==> src/rtl/uni_controle_multiciclo_pkg.sv <==
// Shared encodings for the multicycle MIPS control unit: FSM states,
// instruction opcode/funct fields, ULA operation codes and the mux
// select codes driven onto the datapath.
package uni_controle_pkg;

    typedef enum logic [3:0] {
        S_RESET   = 4'd0,
        S_FETCH   = 4'd1,
        S_DECODE  = 4'd2,
        S_MEMADR  = 4'd3,
        S_MEMRD   = 4'd4,
        S_MEMWB   = 4'd5,
        S_MEMWR   = 4'd6,
        S_EXECUTE = 4'd7,
        S_ALUWB   = 4'd8,
        S_BRANCH  = 4'd9,
        S_ADDIEX  = 4'd10,
        S_ANDIEX  = 4'd11,
        S_IMMWB   = 4'd12,
        S_JUMP    = 4'd13
    } state_t;

    localparam logic [5:0] OP_RTYPE = 6'b000000;
    localparam logic [5:0] OP_LW    = 6'b100011;
    localparam logic [5:0] OP_SW    = 6'b101011;
    localparam logic [5:0] OP_BEQ   = 6'b000100;
    localparam logic [5:0] OP_ADDI  = 6'b001000;
    localparam logic [5:0] OP_ANDI  = 6'b001100;
    localparam logic [5:0] OP_J     = 6'b000010;

    localparam logic [5:0] FUNCT_ADD = 6'b100000;
    localparam logic [5:0] FUNCT_SUB = 6'b100010;
    localparam logic [5:0] FUNCT_AND = 6'b100100;
    localparam logic [5:0] FUNCT_OR  = 6'b100101;
    localparam logic [5:0] FUNCT_SLT = 6'b101010;

    localparam logic [2:0] ULA_ADD = 3'b010;
    localparam logic [2:0] ULA_SUB = 3'b110;
    localparam logic [2:0] ULA_AND = 3'b000;
    localparam logic [2:0] ULA_OR  = 3'b001;
    localparam logic [2:0] ULA_SLT = 3'b111;

    localparam logic [1:0] SRCB_REG     = 2'b00;
    localparam logic [1:0] SRCB_FOUR    = 2'b01;
    localparam logic [1:0] SRCB_IMM     = 2'b10;
    localparam logic [1:0] SRCB_IMM_SH2 = 2'b11;

    localparam logic [1:0] PCSRC_RESULT = 2'b00;
    localparam logic [1:0] PCSRC_ULAOUT = 2'b01;
    localparam logic [1:0] PCSRC_JUMP   = 2'b10;

endpackage

==> src/rtl/uni_controle_multiciclo_if.sv <==
// Control bus between the multicycle control unit and its datapath.
//   master: the control unit (reads IR fields, Zero, MemReady; drives strobes)
//   slave : the datapath (drives IR fields, Zero, MemReady; reads strobes)
interface uni_controle_multiciclo_if;
    logic [5:0] OP;
    logic [5:0] Funct;
    logic       Zero;
    logic       MemReady;
    logic       IorD;
    logic       MemWrite;
    logic       IRWrite;
    logic       RegDst;
    logic       MemtoReg;
    logic       RegWrite;
    logic       ULASrcA;
    logic [1:0] ULASrcB;
    logic [2:0] ULAControl;
    logic [1:0] PCSrc;
    logic       PCEn;
    logic [3:0] Estado;

    modport master (
        input  OP, Funct, Zero, MemReady,
        output IorD, MemWrite, IRWrite, RegDst, MemtoReg, RegWrite,
               ULASrcA, ULASrcB, ULAControl, PCSrc, PCEn, Estado
    );

    modport slave (
        output OP, Funct, Zero, MemReady,
        input  IorD, MemWrite, IRWrite, RegDst, MemtoReg, RegWrite,
               ULASrcA, ULASrcB, ULAControl, PCSrc, PCEn, Estado
    );
endinterface

==> src/rtl/uni_controle_multiciclo_decod_ula.sv <==
// Combinational R-type decoder: maps Funct to the ULA operation code.
//   funct       in  6  IR[5:0]
//   ula_control out 3  ULA operation (add when funct is unknown)
//   valid       out 1  funct is one of the supported R-type operations
module decod_ula
    import uni_controle_pkg::*;
(
    input  logic [5:0] funct,
    output logic [2:0] ula_control,
    output logic       valid
);

    always_comb begin
        ula_control = ULA_ADD;
        valid       = 1'b1;
        case (funct)
            FUNCT_ADD: ula_control = ULA_ADD;
            FUNCT_SUB: ula_control = ULA_SUB;
            FUNCT_AND: ula_control = ULA_AND;
            FUNCT_OR:  ula_control = ULA_OR;
            FUNCT_SLT: ula_control = ULA_SLT;
            default:   valid       = 1'b0;
        endcase
    end

endmodule

==> src/rtl/uni_controle_multiciclo.sv <==
// Moore control FSM for the multicycle MIPS datapath (ADD/SUB/AND/OR/SLT,
// LW, SW, BEQ, ADDi, ANDi, J), with memory stalls via MemReady.
//   clk   in  rising-edge clock
//   reset in  asynchronous active-high, forces S_RESET
//   bus   master side of the control bus (IR fields, Zero, MemReady in;
//         datapath strobes, mux selects, PCEn and Estado out)
//
// state     | meaning
// S_RESET   | held in reset, every output 0
// S_FETCH   | read IR from mem[PC], PC <= PC + 4 when MemReady
// S_DECODE  | read A/B, ULAOut <= branch target
// S_MEMADR  | ULAOut <= A + SignImm
// S_MEMRD   | Data <= mem[ULAOut], wait for MemReady
// S_MEMWB   | rt <= Data
// S_MEMWR   | mem[ULAOut] <= B, wait for MemReady
// S_EXECUTE | ULAOut <= A op B
// S_ALUWB   | rd <= ULAOut
// S_BRANCH  | compare A/B, PC <= ULAOut if equal
// S_ADDIEX  | ULAOut <= A + SignImm
// S_ANDIEX  | ULAOut <= A & SignImm
// S_IMMWB   | rt <= ULAOut
// S_JUMP    | PC <= jump target
module uni_controle_multiciclo
    import uni_controle_pkg::*;
(
    input  logic                      clk,
    input  logic                      reset,
    uni_controle_multiciclo_if.master bus
);

    state_t     state_q, state_d;
    logic [2:0] dec_ctl;
    logic       dec_valid;
    logic       pc_write;
    logic       branch;

    decod_ula u_decod_ula (
        .funct       (bus.Funct),
        .ula_control (dec_ctl),
        .valid       (dec_valid)
    );

    always_ff @(posedge clk or posedge reset) begin
        if (reset) state_q <= S_RESET;
        else       state_q <= state_d;
    end

    always_comb begin
        state_d        = S_RESET;
        bus.IorD       = 1'b0;
        bus.MemWrite   = 1'b0;
        bus.IRWrite    = 1'b0;
        bus.RegDst     = 1'b0;
        bus.MemtoReg   = 1'b0;
        bus.RegWrite   = 1'b0;
        bus.ULASrcA    = 1'b0;
        bus.ULASrcB    = SRCB_REG;
        bus.ULAControl = ULA_ADD;
        bus.PCSrc      = PCSRC_RESULT;
        pc_write       = 1'b0;
        branch         = 1'b0;
        case (state_q)
            S_RESET: begin
                bus.ULAControl = 3'b000;  // fully quiet while in reset
                state_d        = S_FETCH;
            end
            S_FETCH: begin
                bus.ULASrcB = SRCB_FOUR;
                bus.IRWrite = bus.MemReady;
                pc_write    = bus.MemReady;
                state_d     = bus.MemReady ? S_DECODE : S_FETCH;
            end
            S_DECODE: begin
                bus.ULASrcB = SRCB_IMM_SH2;
                case (bus.OP)
                    OP_LW, OP_SW: state_d = S_MEMADR;
                    OP_RTYPE:     state_d = S_EXECUTE;
                    OP_BEQ:       state_d = S_BRANCH;
                    OP_ADDI:      state_d = S_ADDIEX;
                    OP_ANDI:      state_d = S_ANDIEX;
                    OP_J:         state_d = S_JUMP;
                    default:      state_d = S_FETCH;  // NOP, PC already advanced
                endcase
            end
            S_MEMADR: begin
                bus.ULASrcA = 1'b1;
                bus.ULASrcB = SRCB_IMM;
                state_d     = (bus.OP == OP_LW) ? S_MEMRD : S_MEMWR;
            end
            S_MEMRD: begin
                bus.IorD = 1'b1;
                state_d  = bus.MemReady ? S_MEMWB : S_MEMRD;
            end
            S_MEMWB: begin
                bus.MemtoReg = 1'b1;
                bus.RegWrite = 1'b1;
                state_d      = S_FETCH;
            end
            S_MEMWR: begin
                bus.IorD     = 1'b1;
                bus.MemWrite = 1'b1;
                state_d      = bus.MemReady ? S_FETCH : S_MEMWR;
            end
            S_EXECUTE: begin
                bus.ULASrcA    = 1'b1;
                bus.ULAControl = dec_ctl;
                state_d        = dec_valid ? S_ALUWB : S_FETCH;
            end
            S_ALUWB: begin
                bus.RegDst   = 1'b1;
                bus.RegWrite = 1'b1;
                state_d      = S_FETCH;
            end
            S_BRANCH: begin
                bus.ULASrcA    = 1'b1;
                bus.ULAControl = ULA_SUB;
                bus.PCSrc      = PCSRC_ULAOUT;
                branch         = 1'b1;
                state_d        = S_FETCH;
            end
            S_ADDIEX: begin
                bus.ULASrcA = 1'b1;
                bus.ULASrcB = SRCB_IMM;
                state_d     = S_IMMWB;
            end
            S_ANDIEX: begin
                bus.ULASrcA    = 1'b1;
                bus.ULASrcB    = SRCB_IMM;
                bus.ULAControl = ULA_AND;
                state_d        = S_IMMWB;
            end
            S_IMMWB: begin
                bus.RegWrite = 1'b1;
                state_d      = S_FETCH;
            end
            S_JUMP: begin
                bus.PCSrc = PCSRC_JUMP;
                pc_write  = 1'b1;
                state_d   = S_FETCH;
            end
            default: state_d = S_RESET;
        endcase
    end

    assign bus.PCEn   = pc_write | (branch & bus.Zero);
    assign bus.Estado = state_q;

endmodule

==> src/flat_wrapper.sv <==
// flat-port wrapper written by rule: the top's interface ports become plain ports
module uni_controle_multiciclo_flat import uni_controle_pkg::*;
  (clk, reset, bus_OP, bus_Funct, bus_Zero, bus_MemReady, bus_IorD, bus_MemWrite, bus_IRWrite, bus_RegDst, bus_MemtoReg, bus_RegWrite, bus_ULASrcA, bus_ULASrcB, bus_ULAControl, bus_PCSrc, bus_PCEn, bus_Estado);
  uni_controle_multiciclo_if bus_i ();
  input  logic clk;
  input  logic reset;
  input wire logic [$bits(bus_i.OP)-1:0] bus_OP;
  input wire logic [$bits(bus_i.Funct)-1:0] bus_Funct;
  input wire logic [$bits(bus_i.Zero)-1:0] bus_Zero;
  input wire logic [$bits(bus_i.MemReady)-1:0] bus_MemReady;
  output wire logic [$bits(bus_i.IorD)-1:0] bus_IorD;
  output wire logic [$bits(bus_i.MemWrite)-1:0] bus_MemWrite;
  output wire logic [$bits(bus_i.IRWrite)-1:0] bus_IRWrite;
  output wire logic [$bits(bus_i.RegDst)-1:0] bus_RegDst;
  output wire logic [$bits(bus_i.MemtoReg)-1:0] bus_MemtoReg;
  output wire logic [$bits(bus_i.RegWrite)-1:0] bus_RegWrite;
  output wire logic [$bits(bus_i.ULASrcA)-1:0] bus_ULASrcA;
  output wire logic [$bits(bus_i.ULASrcB)-1:0] bus_ULASrcB;
  output wire logic [$bits(bus_i.ULAControl)-1:0] bus_ULAControl;
  output wire logic [$bits(bus_i.PCSrc)-1:0] bus_PCSrc;
  output wire logic [$bits(bus_i.PCEn)-1:0] bus_PCEn;
  output wire logic [$bits(bus_i.Estado)-1:0] bus_Estado;
  assign bus_i.OP = bus_OP;
  assign bus_i.Funct = bus_Funct;
  assign bus_i.Zero = bus_Zero;
  assign bus_i.MemReady = bus_MemReady;
  assign bus_IorD = bus_i.IorD;
  assign bus_MemWrite = bus_i.MemWrite;
  assign bus_IRWrite = bus_i.IRWrite;
  assign bus_RegDst = bus_i.RegDst;
  assign bus_MemtoReg = bus_i.MemtoReg;
  assign bus_RegWrite = bus_i.RegWrite;
  assign bus_ULASrcA = bus_i.ULASrcA;
  assign bus_ULASrcB = bus_i.ULASrcB;
  assign bus_ULAControl = bus_i.ULAControl;
  assign bus_PCSrc = bus_i.PCSrc;
  assign bus_PCEn = bus_i.PCEn;
  assign bus_Estado = bus_i.Estado;
  uni_controle_multiciclo u_core (.clk(clk), .reset(reset), .bus(bus_i));
endmodule
==> config.mk <==
export PLATFORM = sky130hd
export DESIGN_NAME = uni_controle_multiciclo_flat
export DESIGN_NICKNAME = d
export VERILOG_FILES = /design/src/rtl/uni_controle_multiciclo_pkg.sv /design/src/rtl/uni_controle_multiciclo_if.sv /design/src/rtl/uni_controle_multiciclo_decod_ula.sv /design/src/rtl/uni_controle_multiciclo.sv /design/src/flat_wrapper.sv
export SDC_FILE = /design/constraint.sdc
export NUM_CORES = 1
export LEC_CHECK = 0
export BUFFER_PORTS_ARGS = -buffer_cell sky130_fd_sc_hd__buf_2
export CAP_MARGIN = 20
export CORE_MARGIN = 4
export CORE_UTILIZATION = 31
export CTS_CLUSTER_DIAMETER = 100
export DETAILED_ROUTE_END_ITERATION = 8
export HOLD_SLACK_MARGIN = 0.08
export PLACE_DENSITY = 0.71
export SLEW_MARGIN = 20
export SYNTH_ARGS = -nofsm -noshare
export SYNTH_HDL_FRONTEND = slang
export SYNTH_SLANG_ARGS = --single-unit
==> constraint.sdc <==
create_clock -name clk -period 1.45 [get_ports clk]
set_input_delay 0.29 -clock clk [delete_from_list [all_inputs] [get_ports clk]]
set_output_delay 0.29 -clock clk [all_outputs]
set_load 0.03 [all_outputs]
==> results of run 1 <==
[power by group]
group	internal, W	leakage (nW)	switching (W)
clock network	0.0000925	0.0138	0.0000438
logic	0.000952	0.564	0.00112
registers	0.000159	0.0457	0.0000706
total	0.00120	0.624	0.00124
[final timing paths]
check / from / end / cells past startpoint
setup / recovery: u_core.bus.Estado[2] / bus_PCEn / 4
hold / removal: bus_OP[3] / u_core.bus.Estado[2] / 4
setup reg to reg: u_core.bus.Estado[0] / u_core.bus.Estado[0] / 6
hold reg to reg: u_core.bus.Estado[2] / u_core.bus.Estado[2] / 2
max in group asynchronous: reset / u_core.bus.Estado[1] / 3
min in group asynchronous: reset / u_core.bus.Estado[3] / 3
[kinds of logic (layout without fill, tap and decap cells)]
logic type             Yosys count  in the layout
buffers and inverters            9             78
AO/OA/AOI/OAI                   21             21
AND/OR/NAND/NOR                 47             47
flip-flops                       4              4
multiplexers                     1              1
[layout by cell type (no fill, tap or decap), types with 3 or more instances in the layout]
master,count
nor2_4,5
buf_4,28
dfrtp_2,4
a21oi_4,3
nand2_1,5
o21ai_0,4
nor2_1,5
clkbuf_4,3
nor3_4,3
buf_6,23
nand2b_4,4
buf_2,19
inv_1,3
[layout make-up]
type                            instances  area (sq um)  share of cell area [%]
Sequential cell                         4         105.1                   7.568
Inverter                                4         17.52                   1.261
Tap cell                               25         31.28                   2.252
Clock buffer                            3         22.52                   1.622
Timing Repair Buffer                   71         574.3                   41.35
Multi-Input combinational cell         69         638.1                   45.95
[routing by layer]
| metal | vias up | wire [um] | global-route usage (%) |
|---|---|---|---|
| li1 | 441 | - | - |
| met1 | 453 | 1083 | 22.10 |
| met2 | 34 | 1613 | 41.52 |
| met3 | 2 | 114 | 2.332 |
| met4 | 0 | 16 | 5.830 |
| met5 | - | 0 | 0 |
[stage by stage]
stage	std cells	hold WS, ns	total power [W]
finish	176	0.4682	0.002441
detailed placement	158	0.1774	0.001774
CTS	169	0.4372	0.002201
floorplan	82	0.05613	0.001343
global route	176	0.4903	0.002554
global placement	158	0.1750	0.001737
[worst max-delay path: cells and delay by family (launching register included)]
family	cells	cell delay [ns]
AO/OA/AOI/OAI	1	0.12
buffers and inverters	1	0.14
flip-flops	1	0.42
AND/OR/NAND/NOR	2	0.50
[timing repair]
item / 4_1_cts / 5_1_grt
setup buffers: 7 / 7
endpoints found under the setup margin: 17 / 18
pin swaps: 11 / 7
hold buffers: 1 / 0
gates resized for setup: 42 / 7
endpoints found under the hold margin: 4 / 0
==> flow_summary_export.csv, run 1 <==
group,metric,value,unit
floorplanning,design.core.area,1727,sq um
synth,synthXorXnorAreaFrac,0,%
worst_hold_path,holdCritPathClass,"in2reg",
timing,setup_viol_count_final,17,
timing,relSlewSlack,66.67,%
layout,drive_gt1_share,71.52,%
synth,synthFlopType,"dfrtp_1",
timing,final.setup.tns,-2.513,ns
power,power_density,1758,nW/um^2
drt,drc_errors,0,
setup_path,cp_common_cell,"or2_4",
synth,synth_mux_area_share,1.978,%
synth,yosys.area.top_type_share,17.58,%
synth,yosys.area_share.simple,45.93,%
clock_network,cts-root-buf,"clkbuf_4",
floorplanning,ios,35,
synth,yosys-top-cells-area,"dfrtp_1 18%, nor2_1 7.3%, nand2b_1 6.6%, nor3_1 5.3%, nand2_1 4.6%",
timing,fin_worst_skew,0.005735,ns
synth,synth_cells,82,
floorplanning,start_util,32.97,%
synth,synth_top_family_by_area,"simple AND/OR/NAND/NOR gates",
setup_path,arrival,1.41,ns
place,place_area,1074,sq um
layout,fillers,121,
setup_path,crit_path_max_fanout,5,
timing,fmax,0.5876,GHz
layout,fin_area,1389,sq um
drt,wl,2.827,mm
clock_network,clk_pin_slew,0.04,ns
clock_network,tritoncts,"yes",
synth,synth_compound_area_share,25.93,%
floorplanning,placementRows,15,
place,dpl.hpwl,1.672,mm
timing,period_minus_slack,1.702,ns
synth,synth.most_common_cell,"nor2_1",
drt,drt_iter0_drc,24,
power,p_leak,0.6237,nW
timing,slew_violations,0,
setup_path,cp-start-kind,"register",
global_routing,antenna_found_initial,0,
place,pre_cts_slack,-0.05797,ns
synth,synthArstFlopShare,100.0,%
synth,seq_area_frac_synth,17.58,%
global_routing,grt_use_total,20.63,%
clock_network,htree_levels,1,
setup_path,end_kind,"primary output",
run,maxCapViolCount,0,
synth,synth_edf_count,0,
floorplanning,dieArea,2586,sq um
synth,ys_ff_latch,4,
place,port_buffers,34,
setup_path,critPathMaxStageDelay,0.42,ns
setup_path,crit_type,"reg2out",
setup_path,r2r_setup_slack,-0.12,ns
floorplanning,die_h,50.86,um
synth,synth_fa_ha_area_share,0,%
global_routing,grt_pass1_wl,4.091,mm
synth,yosys.cell_types.count,34,
layout,area_delta_synth_final,144.0,%
timing,grt_setup_unrepaired,"yes",
floorplanning,die_x,50.86,um
setup_path,slowest_stage,"dfrtp_2",
synth,yosys_warnings,0,
layout,nets,169,
drt,dr.pass1.iters,4,
global_routing,overflow,0,
global_routing,grt_max_degree,8,
drt,viasPerCell,5.284,
drt,ant_nets,0,
run_status,status,"finished, violations left",
synth,syn_area_per_cell,6.943,sq um
clock_network,cts_buffer_depth,2,
synth,yosys.area.top_type,"dfrtp_1",
layout,final_util,80.43,%
power,ir_worst_vdd,0.001004,V
global_routing,grt_pass1_vias,913,
timing,fin_crit_sh,117.4,%
run_status,violations,"setup timing",
clock_network,cts_sinks,4,
clock_network,numCtsBuffers,3,
timing,tightest_slew,0.4990,ns
synth,synthTopCellsByCount,"11 x nor2_1, 7 x nand2_1, 6 x nand2b_1, 6 x nor3_1",
timing,setup_ws,-0.2518,ns
setup_path,crit_chain,"or2_4 > or2_4 > a21oi_4 > buf_6",
layout,largest_register_ffs,4,
drt,vias,930,
synth,syn_area,569.3,sq um
setup_path,crit_required,1.16,ns
synth,syn_nets,98,
clock_network,clk_latency,0.23,ns
place,place.gp.congestion,0.7658,
drt,wl_per_cell,16.06,um
layout,antenna-diode-count,0,
timing,finalHoldViolCount,0,
(Power assumes the default switching activity.)
==> run 2, diff against run 1 <==
SKIP_CTS_REPAIR_TIMING = 1   (was not set)
==> run 2 against run 1 <==
- the flow still finishes with violations (setup timing)
- via count is 1.6% lower
- combinational power is 2% higher
- fmax is 0.62% lower
- non-clock buffer count is 4 lower
- critical path depth stayed put
- total power is 2.5% higher
- design area is 0.27% lower
- critical path type unchanged
- largest cell class unchanged
- largest power group unchanged
- highest routed layer unchanged
==> flow_summary_export.csv, run 2 (synthesized netlist as in run 1, its figures left out) <==
group,metric,value,unit
run_status,status,"finished, violations left",
run_status,violations,"setup timing",
clock_network,cts_buffer_depth,2,
clock_network,numCtsBuffers,3,
setup_path,critPathMaxStageDelay,0.43,ns
clock_network,clk_latency,0.24,ns
drt,dr.pass1.iters,4,
drt,vias,915,
global_routing,antenna_found_initial,0,
setup_path,crit_required,1.16,ns
clock_network,cts-root-buf,"clkbuf_4",
place,place_area,1074,sq um
power,p_int,0.001270,W
clock_network,clk_pin_slew,0.04,ns
floorplanning,placementRows,15,
layout,nets,165,
timing,fin_worst_skew,0.002525,ns
setup_path,cp-start-kind,"register",
power,ir_worst_vdd,0.001035,V
layout,final_common_cell,"buf_6",
power,p_clk_share,5.7,%
layout,fin_area,1385,sq um
global_routing,overflow,0,
global_routing,grt_pass1_wl,3.263,mm
global_routing,grt_pass1_vias,764,
timing,setup_ws,-0.2623,ns
timing,finalHoldViolCount,0,
layout,area_delta_synth_final,143.3,%
timing,hold_ws,0.4375,ns
timing,setup_viol_count_final,16,
timing,tightest_slew,0.4950,ns
place,place.gp.congestion,0.7658,
drt,drc_errors,0,
setup_path,crit_path_max_fanout,4,
floorplanning,design.core.area,1727,sq um
drt,drt_iter0_drc,29,
clock_network,cts_sinks,4,
timing,relSlewSlack,66.93,%
layout,antenna-diode-count,0,
place,dpl.hpwl,1.672,mm
power,p_sw,0.001233,W
power,p_leak,0.6064,nW
worst_hold_path,holdCritPathClass,"in2reg",
place,port_buffers,34,
layout,largest_register_ffs,4,
global_routing,grt_use_total,16.08,%
timing,fmax,0.5840,GHz
setup_path,cp_common_cell,"or2_4",
power,power_density,1807,nW/um^2
setup_path,end_kind,"primary output",
floorplanning,die_x,50.86,um
timing,grt_setup_unrepaired,"yes",
layout,drive_gt1_share,71.43,%
floorplanning,ios,35,
global_routing,grt_max_degree,11,
clock_network,htree_levels,1,
setup_path,path_buf_inv,1,
drt,ant_nets,0,
setup_path,arrival,1.42,ns
setup_path,cp_top_family,"simple AND/OR/NAND/NOR gates",
drt,viasPerCell,5.320,
timing,slew_violations,0,
power,p_total,0.002503,W
timing,fin_crit_sh,118.1,%
run,maxCapViolCount,0,
floorplanning,start_util,32.97,%
floorplanning,dieArea,2586,sq um
layout,final_cell_mix,"25 x buf_6, 21 x buf_4, 19 x buf_2, 6 x nor2_4",
clock_network,tritoncts,"yes",
setup_path,slowest_stage,"dfrtp_2",
power,switching_share,49.26,%
layout,fillers,122,
layout,final_util,80.22,%
drt,wl,2.509,mm
setup_path,crit_type,"reg2out",
power,seq_power_share,9.7,%
timing,period_minus_slack,1.712,ns
power,p_comb_share,84.7,%
setup_path,crit_chain,"or2_4 > or2_4 > a21oi_4 > buf_6",
drt,wl_per_cell,14.59,um
floorplanning,die_h,50.86,um
-- run 2: cell types whose count changed in the layout (fill, tap and decap cells not counted), sizes merged --
cell | previous run | this run
buf | 70 | 66
-- run 2: path summary, 6_finish.rpt --
| kind | cells past startpoint | endpoint | slack, ns | start |
|---|---|---|---|---|
| worst max register to register | 6 | u_core.bus.Estado[0] | -0.08 | u_core.bus.Estado[0] |
| worst min register to register | 2 | u_core.bus.Estado[2] | 0.70 | u_core.bus.Estado[2] |
| max in group asynchronous | 3 | u_core.bus.Estado[3] | 0.78 | reset |
| worst min-delay path | 4 | u_core.bus.Estado[2] | 0.44 | bus_OP[3] |
| worst max-delay path | 4 | bus_PCEn | -0.26 | u_core.bus.Estado[3] |
| min in group asynchronous | 3 | u_core.bus.Estado[1] | 0.49 | reset |
-- run 2: area by class of cell --
cell class	instances	area, sq um	share of cell area [%]
Sequential cell	4	105.1	7.588
Multi-Input combinational cell	69	646.9	46.70
Inverter	4	20.02	1.445
Timing Repair Buffer	67	559.3	40.38
Tap cell	25	31.28	2.258
Clock buffer	3	22.52	1.626
-- run 2: per-layer routing --
layer / vias up / GRT usage [%] / routed length [um]
met5: - / 0 / 0
met3: 2 / 1.749 / 167
met1: 429 / 19.43 / 997
met2: 43 / 30.00 / 1342
li1: 441 / - / -
met4: 0 / 4.036 / 2
-- run 2: power groups by stage --
stage | Clock [W] | Sequential (W) | Combinational [W]
2_1_floorplan | 0 | 0.000274 | 0.00107
3_3_place_gp | 0 | 0.000239 | 0.00150
3_5_place_dp | 0 | 0.000244 | 0.00153
4_1_cts | 0.000133 | 0.000242 | 0.00153
5_1_grt | 0.000150 | 0.000251 | 0.00223
6_report | 0.000142 | 0.000242 | 0.00212
-- run 2: worst reg2reg max path, stage by stage (launching register included) --
cell     delay [ns]
dfrtp_2        0.47
buf_6          0.15
buf_4          0.13
buf_6          0.12
a211o_1        0.23
a31oi_1        0.17
a311o_1        0.18
-- run 2: per-stage QoR --
step	setup TNS, ns	std cells	setup slack [ns]
after detailed placement	-0.2342	158	-0.05797
after floorplan	-0.4186	82	-0.1207
after CTS	-3.294	161	-0.3038
after global routing	-2.924	172	-0.2968
after global placement	-0.1142	158	-0.03632
final	-2.227	172	-0.2623
==> run 3, diff against run 2 <==
CORE_ASPECT_RATIO = 1.2   (was not set)
PLACE_DENSITY = 0.68   (was 0.71)
==> run 3 against run 2 <==
- the flow still finishes with violations (setup timing)
- routed wire length decreased by 14%
- critical path depth unchanged
- via count shrank 7.1%
- worst hold slack improved by 0.016 ns
- non-clock buffer count down 9
- combinational power decreased by 12%
- first-iteration DRC count fell by 55%
- sequential share of layout area up 0.66 points
- count of clock-buffer cells in the layout unchanged
- core utilization down 4.5 points
- register-to-register slack improved by 0.08 ns
- critical path type unchanged
==> flow_summary_export.csv, run 3 (synthesized netlist as in run 1, its figures left out) <==
group,metric,value,unit
run_status,status,"finished, violations left",
run_status,violations,"setup timing",
global_routing,grt_pass1_wl,3.222,mm
floorplanning,design.core.area,1682,sq um
clock_network,numCtsBuffers,3,
layout,fin_area,1274,sq um
clock_network,clk_latency,0.24,ns
layout,final_cell_mix,"19 x buf_2, 19 x buf_4, 18 x buf_6, 6 x nor2_4",
layout,nets,156,
floorplanning,start_util,33.85,%
timing,fin_worst_skew,0.002013,ns
place,place.gp.congestion,0.7980,
layout,drive_gt1_share,68.12,%
drt,vias,850,
setup_path,path_buf_inv,1,
setup_path,slowest_stage,"dfrtp_2",
global_routing,grt_pass1_vias,772,
run,maxCapViolCount,0,
clock_network,tritoncts,"yes",
setup_path,crit_required,1.16,ns
setup_path,cp_top_family,"simple AND/OR/NAND/NOR gates",
power,ir_worst_vdd,0.0009998,V
global_routing,grt_max_degree,10,
floorplanning,dieArea,2589,sq um
setup_path,crit_path_max_fanout,5,
timing,fin_crit_sh,116.9,%
clock_network,cts_buffer_depth,2,
drt,dr.pass1.iters,4,
setup_path,rr_worst_depth,5,
setup_path,end_kind,"primary output",
floorplanning,die_x,47.12,um
setup_path,reg2reg_from,"u_core.bus.Estado[1]",
clock_network,cts_sinks,4,
timing,fmax,0.5899,GHz
setup_path,r2r_setup_slack,0,ns
clock_network,clk_pin_slew,0.04,ns
setup_path,crit_type,"reg2out",
layout,antenna-diode-count,0,
drt,wl_per_cell,13.81,um
drt,drc_errors,0,
timing,setup_ws,-0.2451,ns
drt,viasPerCell,5.449,
layout,area_delta_synth_final,123.7,%
place,port_buffers,34,
setup_path,critPathMaxStageDelay,0.42,ns
setup_path,crit_chain,"and4b_2 > nand3_2 > o21a_2 > buf_6",
timing,period_minus_slack,1.695,ns
timing,slew_violations,0,
worst_hold_path,min_delay_path_depth,4,
drt,wl,2.155,mm
place,dpl.hpwl,1.676,mm
clock_network,htree_levels,1,
timing,relSlewSlack,74.09,%
floorplanning,ios,35,
global_routing,overflow,0,
timing,finalHoldViolCount,0,
power,power_density,1749,nW/um^2
place,place_area,1062,sq um
setup_path,cp-start-kind,"register",
worst_hold_path,hold_path_startpoint,"bus_OP[3]",
worst_hold_path,min_to,"u_core.bus.Estado[2]",
clock_network,cts-root-buf,"clkbuf_4",
drt,ant_nets,0,
timing,hold_ws,0.4538,ns
worst_hold_path,holdCritPathClass,"in2reg",
floorplanning,placementRows,16,
global_routing,grt_use_total,17.73,%
timing,grt_setup_unrepaired,"yes",
place,pre_cts_slack,-0.07044,ns
floorplanning,die_h,54.95,um
drt,drt_iter0_drc,13,
layout,final_util,75.74,%
power,p_leak,0.5550,nW
setup_path,r2r-end,"u_core.bus.Estado[0]",
layout,largest_register_ffs,4,
global_routing,antenna_found_initial,0,
timing,setup_viol_count_final,16,
setup_path,arrival,1.41,ns
timing,tightest_slew,0.3879,ns
[run 3: area by class of cell]
type                       instances  area, sq um
multi-input combinational         69        630.6
timing repair buffer              58        470.5
fill                             120        407.9
sequential                         4        105.1
clock buffer                       3        22.52
inverter                           4        22.52
tap                               18        22.52
[run 3: worst register-to-register path, stage by stage, from the launching register on]
cell and delay [ns]:
dfrtp_2 0.39, buf_12 0.13, buf_6 0.12, nor4b_4 0.25
a31oi_1 0.12, a311o_1 0.33
[run 3: worst max-delay path by stage]
stage,startpoint,to,slack (ns),cells past startpoint
CTS,u_core.bus.Estado[3],bus_PCEn,-0.33,4
global placement,u_core.bus.Estado[3],bus_PCEn,-0.06,4
detailed placement,u_core.bus.Estado[3],bus_PCEn,-0.07,4
global route,u_core.bus.Estado[3],bus_ULAControl[1],-0.28,4
floorplan,u_core.bus.Estado[3],bus_PCEn,-0.12,3
finish,u_core.bus.Estado[3],bus_ULAControl[1],-0.25,4
[run 3: where the power goes]
part           total [W]  switching (W)  leakage [nW]  internal, W
clock network   0.000147      0.0000537        0.0138    0.0000931
registers       0.000208      0.0000488        0.0457     0.000159
logic            0.00187        0.00102         0.495     0.000857
[run 3: through the flow]
step	power (W)	cells	TNS (ns)
floorplan	0.001343	82	-0.4186
global placement	0.001765	149	-0.1019
detailed placement	0.001789	149	-0.1634
CTS	0.001937	152	-3.351
global route	0.002367	156	-3.112
finish	0.002227	156	-2.467
[run 3: layer usage]
metal | GRT usage (%) | vias up | share of wire, %
li1 | - | 423 | -
met1 | 19.45 | 391 | 37
met2 | 32.81 | 31 | 56
met3 | 1.294 | 5 | 5.6
met4 | 9.677 | 0 | 2.1
met5 | 0 | - | 0
